[config.mk]
export PLATFORM = sky130hd
export DESIGN_NAME = chunked_adder_sequencer_flat
export DESIGN_NICKNAME = d
export VERILOG_FILES = /design/src/rtl/chunked_adder_sequencer_if.sv /design/src/rtl/chunked_adder_sequencer.sv /design/src/flat_wrapper.sv
export SDC_FILE = /design/constraint.sdc
export NUM_CORES = 1
export LEC_CHECK = 0
export ABC_AREA = 1
export CAP_MARGIN = 40
export CORE_ASPECT_RATIO = 0.9
export CORE_MARGIN = 3
export CORE_UTILIZATION = 46
export CTS_CLUSTER_DIAMETER = 150
export CTS_CLUSTER_SIZE = 8
export DETAILED_ROUTE_END_ITERATION = 8
export PLACE_DENSITY = 0.86
export RECOVER_POWER = 25
export SETUP_SLACK_MARGIN = 0.2
export SKIP_LAST_GASP = 1
export SLEW_MARGIN = 20
export SYNTH_ARGS = -nofsm -noshare
export SYNTH_HDL_FRONTEND = slang
export SYNTH_SLANG_ARGS = --single-unit
[constraint.sdc]
create_clock -name clock -period 2.8 [get_ports clock]
set_input_delay 0.28 -clock clock [delete_from_list [all_inputs] [get_ports clock]]
set_output_delay 0.28 -clock clock [all_outputs]
set_load 0.005 [all_outputs]
[src/rtl/chunked_adder_sequencer_if.sv]
// Operand/result handshake bundle for the chunked adder sequencer.
interface chunked_adder_sequencer_if #(
  parameter int unsigned WIDTH = 12
);
  logic             in_valid;
  logic             in_ready;
  logic [WIDTH-1:0] a;
  logic [WIDTH-1:0] b;
  logic             cin;
  logic             out_valid;
  logic             out_ready;
  logic [WIDTH-1:0] sum;
  logic             cout;
  logic             busy;

  modport master (
    output in_valid, a, b, cin, out_ready,
    input  in_ready, out_valid, sum, cout, busy
  );

  modport slave (
    input  in_valid, a, b, cin, out_ready,
    output in_ready, out_valid, sum, cout, busy
  );
endinterface

[src/rtl/chunked_adder_sequencer.sv]
// Multi-cycle WIDTH-bit adder: one CHUNK-bit ripple-carry slice reused LSB-first
// over WIDTH/CHUNK cycles, with registered inter-chunk carry.
module chunked_adder_sequencer #(
  parameter int unsigned WIDTH = 12,
  parameter int unsigned CHUNK = 3
) (
  input  logic clock,
  input  logic reset,
  chunked_adder_sequencer_if.slave io
);

  localparam int unsigned N     = WIDTH / CHUNK;
  localparam int unsigned CNT_W = (N > 1) ? $clog2(N) : 1;

  if ((CHUNK < 1) || (CHUNK > WIDTH) || ((WIDTH % CHUNK) != 0)) begin : g_bad_param
    $error("chunked_adder_sequencer: WIDTH must be a positive multiple of CHUNK");
  end

  typedef enum logic [1:0] {
    S_IDLE,
    S_RUN,
    S_DONE
  } state_t;

  state_t             state_q, state_next;
  logic [WIDTH-1:0]   a_q, b_q;
  logic [WIDTH-1:0]   sum_q;
  logic [WIDTH-1:0]   out_sum_q;
  logic               out_cout_q;
  logic               carry_q;
  logic [CNT_W-1:0]   cnt_q;
  logic               in_ready_q, out_valid_q, busy_q;

  logic               accept_c, last_c;
  logic [CHUNK-1:0]   a_slice_c, b_slice_c, chunk_sum_c;
  logic [CHUNK:0]     carry_chain_c;
  logic               chunk_cout_c;
  logic [WIDTH-1:0]   sum_work_c;

  // Next-state logic
  always_comb begin
    state_next = state_q;
    accept_c   = 1'b0;
    last_c     = 1'b0;
    case (state_q)
      S_IDLE: begin
        if (io.in_valid) begin
          accept_c   = 1'b1;
          state_next = S_RUN;
        end
      end
      S_RUN: begin
        if (cnt_q == CNT_W'(N - 1)) begin
          last_c     = 1'b1;
          state_next = S_DONE;
        end
      end
      S_DONE: begin
        if (io.out_ready) state_next = S_IDLE;
      end
      default: state_next = S_IDLE;
    endcase
  end

  // Shared ripple-carry slice, operand mux and sum-slice merge
  always_comb begin
    a_slice_c = '0;
    b_slice_c = '0;
    for (int k = 0; k < int'(N); k++) begin
      if (cnt_q == CNT_W'(k)) begin
        a_slice_c = a_q[k*CHUNK +: CHUNK];
        b_slice_c = b_q[k*CHUNK +: CHUNK];
      end
    end
    carry_chain_c    = '0;
    carry_chain_c[0] = carry_q;
    chunk_sum_c      = '0;
    for (int i = 0; i < int'(CHUNK); i++) begin
      chunk_sum_c[i]       = a_slice_c[i] ^ b_slice_c[i] ^ carry_chain_c[i];
      carry_chain_c[i+1]   = (a_slice_c[i] & b_slice_c[i]) |
                             (carry_chain_c[i] & (a_slice_c[i] ^ b_slice_c[i]));
    end
    chunk_cout_c = carry_chain_c[CHUNK];
    sum_work_c   = sum_q;
    for (int k = 0; k < int'(N); k++) begin
      if (cnt_q == CNT_W'(k)) sum_work_c[k*CHUNK +: CHUNK] = chunk_sum_c;
    end
  end

  // State, datapath and registered handshake outputs
  always_ff @(posedge clock) begin
    if (reset) begin
      state_q     <= S_IDLE;
      a_q         <= '0;
      b_q         <= '0;
      sum_q       <= '0;
      out_sum_q   <= '0;
      out_cout_q  <= 1'b0;
      carry_q     <= 1'b0;
      cnt_q       <= '0;
      in_ready_q  <= 1'b1;
      out_valid_q <= 1'b0;
      busy_q      <= 1'b0;
    end else begin
      state_q     <= state_next;
      in_ready_q  <= (state_next == S_IDLE);
      out_valid_q <= (state_next == S_DONE);
      busy_q      <= (state_next != S_IDLE);
      if (accept_c) begin
        a_q     <= io.a;
        b_q     <= io.b;
        carry_q <= io.cin;
        cnt_q   <= '0;
      end
      if (state_q == S_RUN) begin
        sum_q   <= sum_work_c;
        carry_q <= chunk_cout_c;
        cnt_q   <= cnt_q + CNT_W'(1);
      end
      // Result registers only change on completion, so no partial sums leak out
      if (last_c) begin
        out_sum_q  <= sum_work_c;
        out_cout_q <= chunk_cout_c;
      end
    end
  end

  assign io.in_ready  = in_ready_q;
  assign io.out_valid = out_valid_q;
  assign io.busy      = busy_q;
  assign io.sum       = out_sum_q;
  assign io.cout      = out_cout_q;

endmodule
[src/flat_wrapper.sv]
// flat-port wrapper written by rule: the top's interface ports become plain ports
module chunked_adder_sequencer_flat 
#(
  parameter int unsigned WIDTH = 12,
  parameter int unsigned CHUNK = 3
)
  (clock, reset, io_in_valid, io_a, io_b, io_cin, io_out_ready, io_in_ready, io_out_valid, io_sum, io_cout, io_busy);
  chunked_adder_sequencer_if #(.WIDTH(WIDTH)) io_i ();
  input  logic clock;
  input  logic reset;
  input wire logic [$bits(io_i.in_valid)-1:0] io_in_valid;
  input wire logic [$bits(io_i.a)-1:0] io_a;
  input wire logic [$bits(io_i.b)-1:0] io_b;
  input wire logic [$bits(io_i.cin)-1:0] io_cin;
  input wire logic [$bits(io_i.out_ready)-1:0] io_out_ready;
  output wire logic [$bits(io_i.in_ready)-1:0] io_in_ready;
  output wire logic [$bits(io_i.out_valid)-1:0] io_out_valid;
  output wire logic [$bits(io_i.sum)-1:0] io_sum;
  output wire logic [$bits(io_i.cout)-1:0] io_cout;
  output wire logic [$bits(io_i.busy)-1:0] io_busy;
  assign io_i.in_valid = io_in_valid;
  assign io_i.a = io_a;
  assign io_i.b = io_b;
  assign io_i.cin = io_cin;
  assign io_i.out_ready = io_out_ready;
  assign io_in_ready = io_i.in_ready;
  assign io_out_valid = io_i.out_valid;
  assign io_sum = io_i.sum;
  assign io_cout = io_i.cout;
  assign io_busy = io_i.busy;
  chunked_adder_sequencer #(.WIDTH(WIDTH), .CHUNK(CHUNK)) u_core (.clock(clock), .reset(reset), .io(io_i));
endmodule
# Yosys cells after proc, flatten, opt, wreduce, memory -nomap -nowiden
# Index checks and enable logic that the tools add are counted.
# totals
wordCells	62
mem_count	0
inputBits	29
reg_bits	57
mem_bits_ro	0
ram_bits	0
latchBits	0
output_inout_bits	16
# op_classes
div_mod_pow	0
mul	0
order_cmp	0
n_eq_ne	6
muxes	24
reduce_logical	5
n_addsub	1
n_bitwise	15
shift	0
# op_table
operator	count
$mux 3	12
$mux 2	5
$eq 2x2->1 const B	4
$and 1x1->1	6
$logic_not 2->1	3
$mux 1	6
$pmux 2 s3	1
$xor 1x1->1	6
$eq 2x1->1 const B	2
$reduce_bool 2->1	2
$or 1x1->1	3
$add 2x1->2 const B	1

# Longest topological paths before layout
# logic_depth
depth_word	13
depth_mapped	16
ltp_nobuf	16

# Worst setup path after synthesis
# OpenSTA, ideal clock, no wires.
# synth_timing
path_kind	register to register
from	register u_core.cnt_q[0]
to	register u_core.out_sum_q[5] (netlist: u_core.io.sum[5])
n_path_buf	1
period_less_slack_ps	2903
path_stages_with_launch	16
slack_ps	-103
t_required_ps	2672
arrival_ps	2776
setup_ps	128
path_cell_list	dfxtp_1 inv_1 ha_1 buf_2 clkinv_1 o21ai_0 o21ai_0 fa_1 fa_1 fa_1 inv_1 nand2_1 o21ai_0 nand2_1 nand2_1 nor2_1
# synth_via
elab_chain_len	12
word_cells_on_any_way	25
# synth_lines
element	line	text
start: declaration	chunked_adder_sequencer.sv:31	logic [CNT_W-1:0] cnt_q;
start signal: assignment	chunked_adder_sequencer.sv:118	cnt_q <= cnt_q + CNT_W'(1);
$logic_not 2->1	chunked_adder_sequencer.sv:70	if (cnt_q == CNT_W'(k)) begin
$mux 3 (4 in a row)	chunked_adder_sequencer.sv:70	
$xor 1x1->1	chunked_adder_sequencer.sv:81	(carry_chain_c[i] & (a_slice_c[i] ^ b_slice_c[i]));
$and 1x1->1	chunked_adder_sequencer.sv:81	
$or 1x1->1	chunked_adder_sequencer.sv:80	carry_chain_c[i+1] = (a_slice_c[i] & b_slice_c[i]) |
$and 1x1->1	chunked_adder_sequencer.sv:81	
$or 1x1->1	chunked_adder_sequencer.sv:80	
$xor 1x1->1	chunked_adder_sequencer.sv:79	chunk_sum_c[i] = a_slice_c[i] ^ b_slice_c[i] ^ carry_chain_c[i];
$mux 3	chunked_adder_sequencer.sv:86	if (cnt_q == CNT_W'(k)) sum_work_c[k*CHUNK +: CHUNK] = chunk_sum_c;
end signal: assignment	chunked_adder_sequencer.sv:122	out_sum_q <= sum_work_c;
end: declaration	chunked_adder_sequencer.sv:28	logic [WIDTH-1:0] out_sum_q;
# Several ways; a longest one is shown, not always the timed one.
# A chain may end at the register's enable or synchronous reset.

# Final worst setup path
# layout_timing
from	register u_core.cnt_q[0]
to	register u_core.out_sum_q[8] (netlist: u_core.io.sum[8])
# The elaborated chain is that of the path after synthesis.

==> results.py <==
metrics = {
    "sta": {
        "holdWs_ns": 0.4680,
        "fmax_mhz": 362.7,
        "rsz0062_at_grt": "true",
        "finalHoldViolations": 0,
        "worst_pin_slew_ns": 0.7940,
        "worst_slack_ns": 0.04319,
        "fin_tns_setup_ns": 0,
        "setup_violations": 0,
        "relSlewSlack_pct": 46.92,
        "period_needed_ns": 2.757,
        "finalMaxSlewViolations": 0,
        "fin_skew_ns": 0.01124,
        "post-route-period-util_pct": 98.46,
    },
    "worst_setup_path": {
        "critPathRequiredTime_ns": 3.04,
        "cp-start-kind": "flop",
        "cp_max_fo": 5,
        "rrSetupSlack_ns": 0.04,
        "cp.arrival_ns": 3.00,
        "worstSetupPathType": "reg2reg",
        "endpoint_kind": "flop",
    },
    "yosys": {
        "synth_top_cell_by_area": "dfxtp_1",
        "syn_avg_cell_area_sq_um": 7.099,
        "synth-xor-area-share_pct": 0,
        "synth_most_common_cell": "nor2_1",
        "syn_area_sq_mm": 0.002392,
        "synth_commonest_cells": "74 x nor2_1, 67 x nand2_1, 54 x dfxtp_1",
        "synth_compound_area_share_pct": 15.48,
        "ys_types": 20,
        "synthMuxAreaShare_pct": 0,
        "synth_top_area_share_pct": 45.19,
        "yosysSeqAreaShare_pct": 45.19,
        "synth_edf_count": 0,
        "synth_top_family_by_area": "simple AND/OR/NAND/NOR gates",
        "ys_top_cells_by_area": "dfxtp_1 45%, nor2_1 12%, nand2_1 11%",
        "ys_ff_latch": 54,
        "synth.net_count": 373,
        "yosys.area_share.simple_pct": 26.46,
        "async_reset_ff_share_pct": 0,
        "yosys_warnings": 0,
        "synth_cells": 337,
        "ys.flop_type": "dfxtp_1",
        "synthAdderAreaFrac_pct": 4.603,
    },
    "grt": {
        "grt_pass1_vias": 2217,
        "grt_max_degree": 40,
        "gr-total-overflow": 0,
        "antenna_found_initial": 0,
        "grt_pass1_wl_um": 9791,
        "track_usage_pct": 21.02,
    },
    "cts": {
        "clk_path_buf_depth": 2,
        "cts.sinks": 54,
        "cts_tree": "yes",
        "holdBufCountCts": 0,
        "numCtsBuffers": 5,
        "h-tree-depth": 2,
        "clkTransAtPathRegs_ns": 0.10,
        "cts_root_buffer": "clkbuf_8",
        "clock_latency_ns": 0.31,
    },
    "die": {
        "core-area_sq_mm": 0.004925,
        "floorplan.io_pins": 45,
        "fp-row-count": 24,
        "die_area_sq_mm": 0.006103,
        "die_h_um": 74.42,
        "initial_core_util_pct": 48.58,
        "die_w_um": 82.02,
    },
    "drt": {
        "drt_iter0_markers": 111,
        "vias": 2251,
        "first_pass_iters": 4,
        "drtAntennaViolNets": 0,
        "wl_um": 5895,
        "avgViaCountPerCell": 4.958,
        "post_drt_wl_per_cell_um": 12.98,
        "remaining_drc_errors": 0,
    },
    "cells_and_area": {
        "final_cells": 454,
        "drive_gt1_share_pct": 14.14,
        "finalInstanceArea_sq_mm": 0.003176,
        "syn2layout_area_growth_pct": 32.74,
        "n_antenna_cell": 0,
        "nets": 424,
    },
    "place": {
        "hpwl_um": 4035,
        "dpl_worst_slack_ns": -0.05315,
        "gp_congestion": 0.9012,
        "placed_area_sq_mm": 0.002985,
        "post-place-cells": 443,
        "portBuffers": 44,
    },
    "run": {
        "max-cap-violations": 0,
    },
    "hold_path": {
        "hp-class": "reg2reg",
    },
    "power_and_ir_drop": {
        "p_leak_uw": 0.001326,
        "ir_drop_mv": 0.2932,
        "pwr_density_cell_mw_per_mm2": 543.3,
    },
    "status": {
        "outcome": "completed",
    },
}
==> per-layer routing <==
layer  vias to the layer above  wire length, um  share of wire, %  global-route usage [%]
li1                       1155                -                 -                       -
met2                        69             2852                48                   33.90
met1                      1008             2502                42                   25.02
met3                        19              314               5.3                   4.843
met5                         -                0                 0                       0
met4                         0              225               3.8                   14.02
==> what timing repair did <==
| item | CTS | global route |
|---|---|---|
| resized for setup | 11 | 8 |
| setup endpoints to repair | 8 | 8 |
| buffers inserted | 2 | 1 |
| pin swaps | 12 | 3 |
==> flip-flops by register name, indices dropped and copies added, names as in the netlist <==
name	flops
u_core.io.busy	1
u_core.carry_q	1
u_core.io.cout	1
u_core.cnt_q	2
u_core.sum_q	9
u_core.io.in_ready	1
u_core.a_q	12
u_core.io.sum	12
u_core.state_q	2
u_core.b_q	12
u_core.io.out_valid	1
==> where the power goes <==
part	switching, uW	internal (uW)	leakage [uW]	total (uW)
Clock	249	267	0.0000514	516
Combinational	198	160	0.000829	358
Sequential	33.2	818	0.000445	852
==> through the flow <==
stage               total power [uW]  util [%]
floorplan                       1079         -
global placement                1180     60.62
detailed placement              1194     60.62
CTS                             1710     63.95
global route                    1803     64.48
finish                          1725     64.48
==> cell usage in the layout, fill, tap and decap left out, types with 2 or more instances in the layout <==
master           instances
a21oi_2                  3
clkdlybuf4s50_1         43
a21oi_1                 21
fa_2                     2
ha_4                     4
o21ai_1                  2
inv_4                    2
nor2_1                  73
inv_1                   22
buf_4                   15
nand3_1                  7
nand2_2                  4
dfxtp_1                 52
nand2_1                 65
inv_2                    6
o21ai_2                  3
o21ai_0                 45
clkbuf_8                 5
nor2_4                   2
buf_6                    2
==> path summary, 6_finish.rpt <==
check	start	end	cells after the start
max	u_core.cnt_q[0]	u_core.io.sum[8]	14
min	u_core.io.sum[6]	u_core.io.sum[6]	2
max reg2reg	u_core.cnt_q[0]	u_core.io.sum[8]	14
min reg2reg	u_core.io.sum[6]	u_core.io.sum[6]	2
==> cells by family after synthesis <==
logic type | count (synthesis)
fa+ha+maj | 7
buf+inv | 48
compound gates | 74
simple gates | 154
flops | 54
==> critical path: stages, from the launching register on <==
cell and delay (ns):
dfxtp_4 0.39, inv_4 0.05, buf_6 0.11, ha_4 0.15
nand3_2 0.07, nand2_2 0.07, nor2_4 0.12, o21ai_2 0.07
fa_2 0.36, fa_2 0.35, fa_1 0.54, nand2_1 0.09
nand2_2 0.09, nand2_1 0.08, a21oi_2 0.15
==> layout make-up <==
| type | instances | area (sq um) |
|---|---|---|
| clock buffer | 6 | 72.57 |
| clock inverter | 2 | 37.54 |
| fill | 406 | 1749 |
| inverter | 31 | 126.4 |
| multi-input combinational | 235 | 1196 |
| sequential | 54 | 1086 |
| tap | 65 | 81.33 |
| timing repair buffer | 61 | 575.6 |
Power figures use the tool's default switching activity.
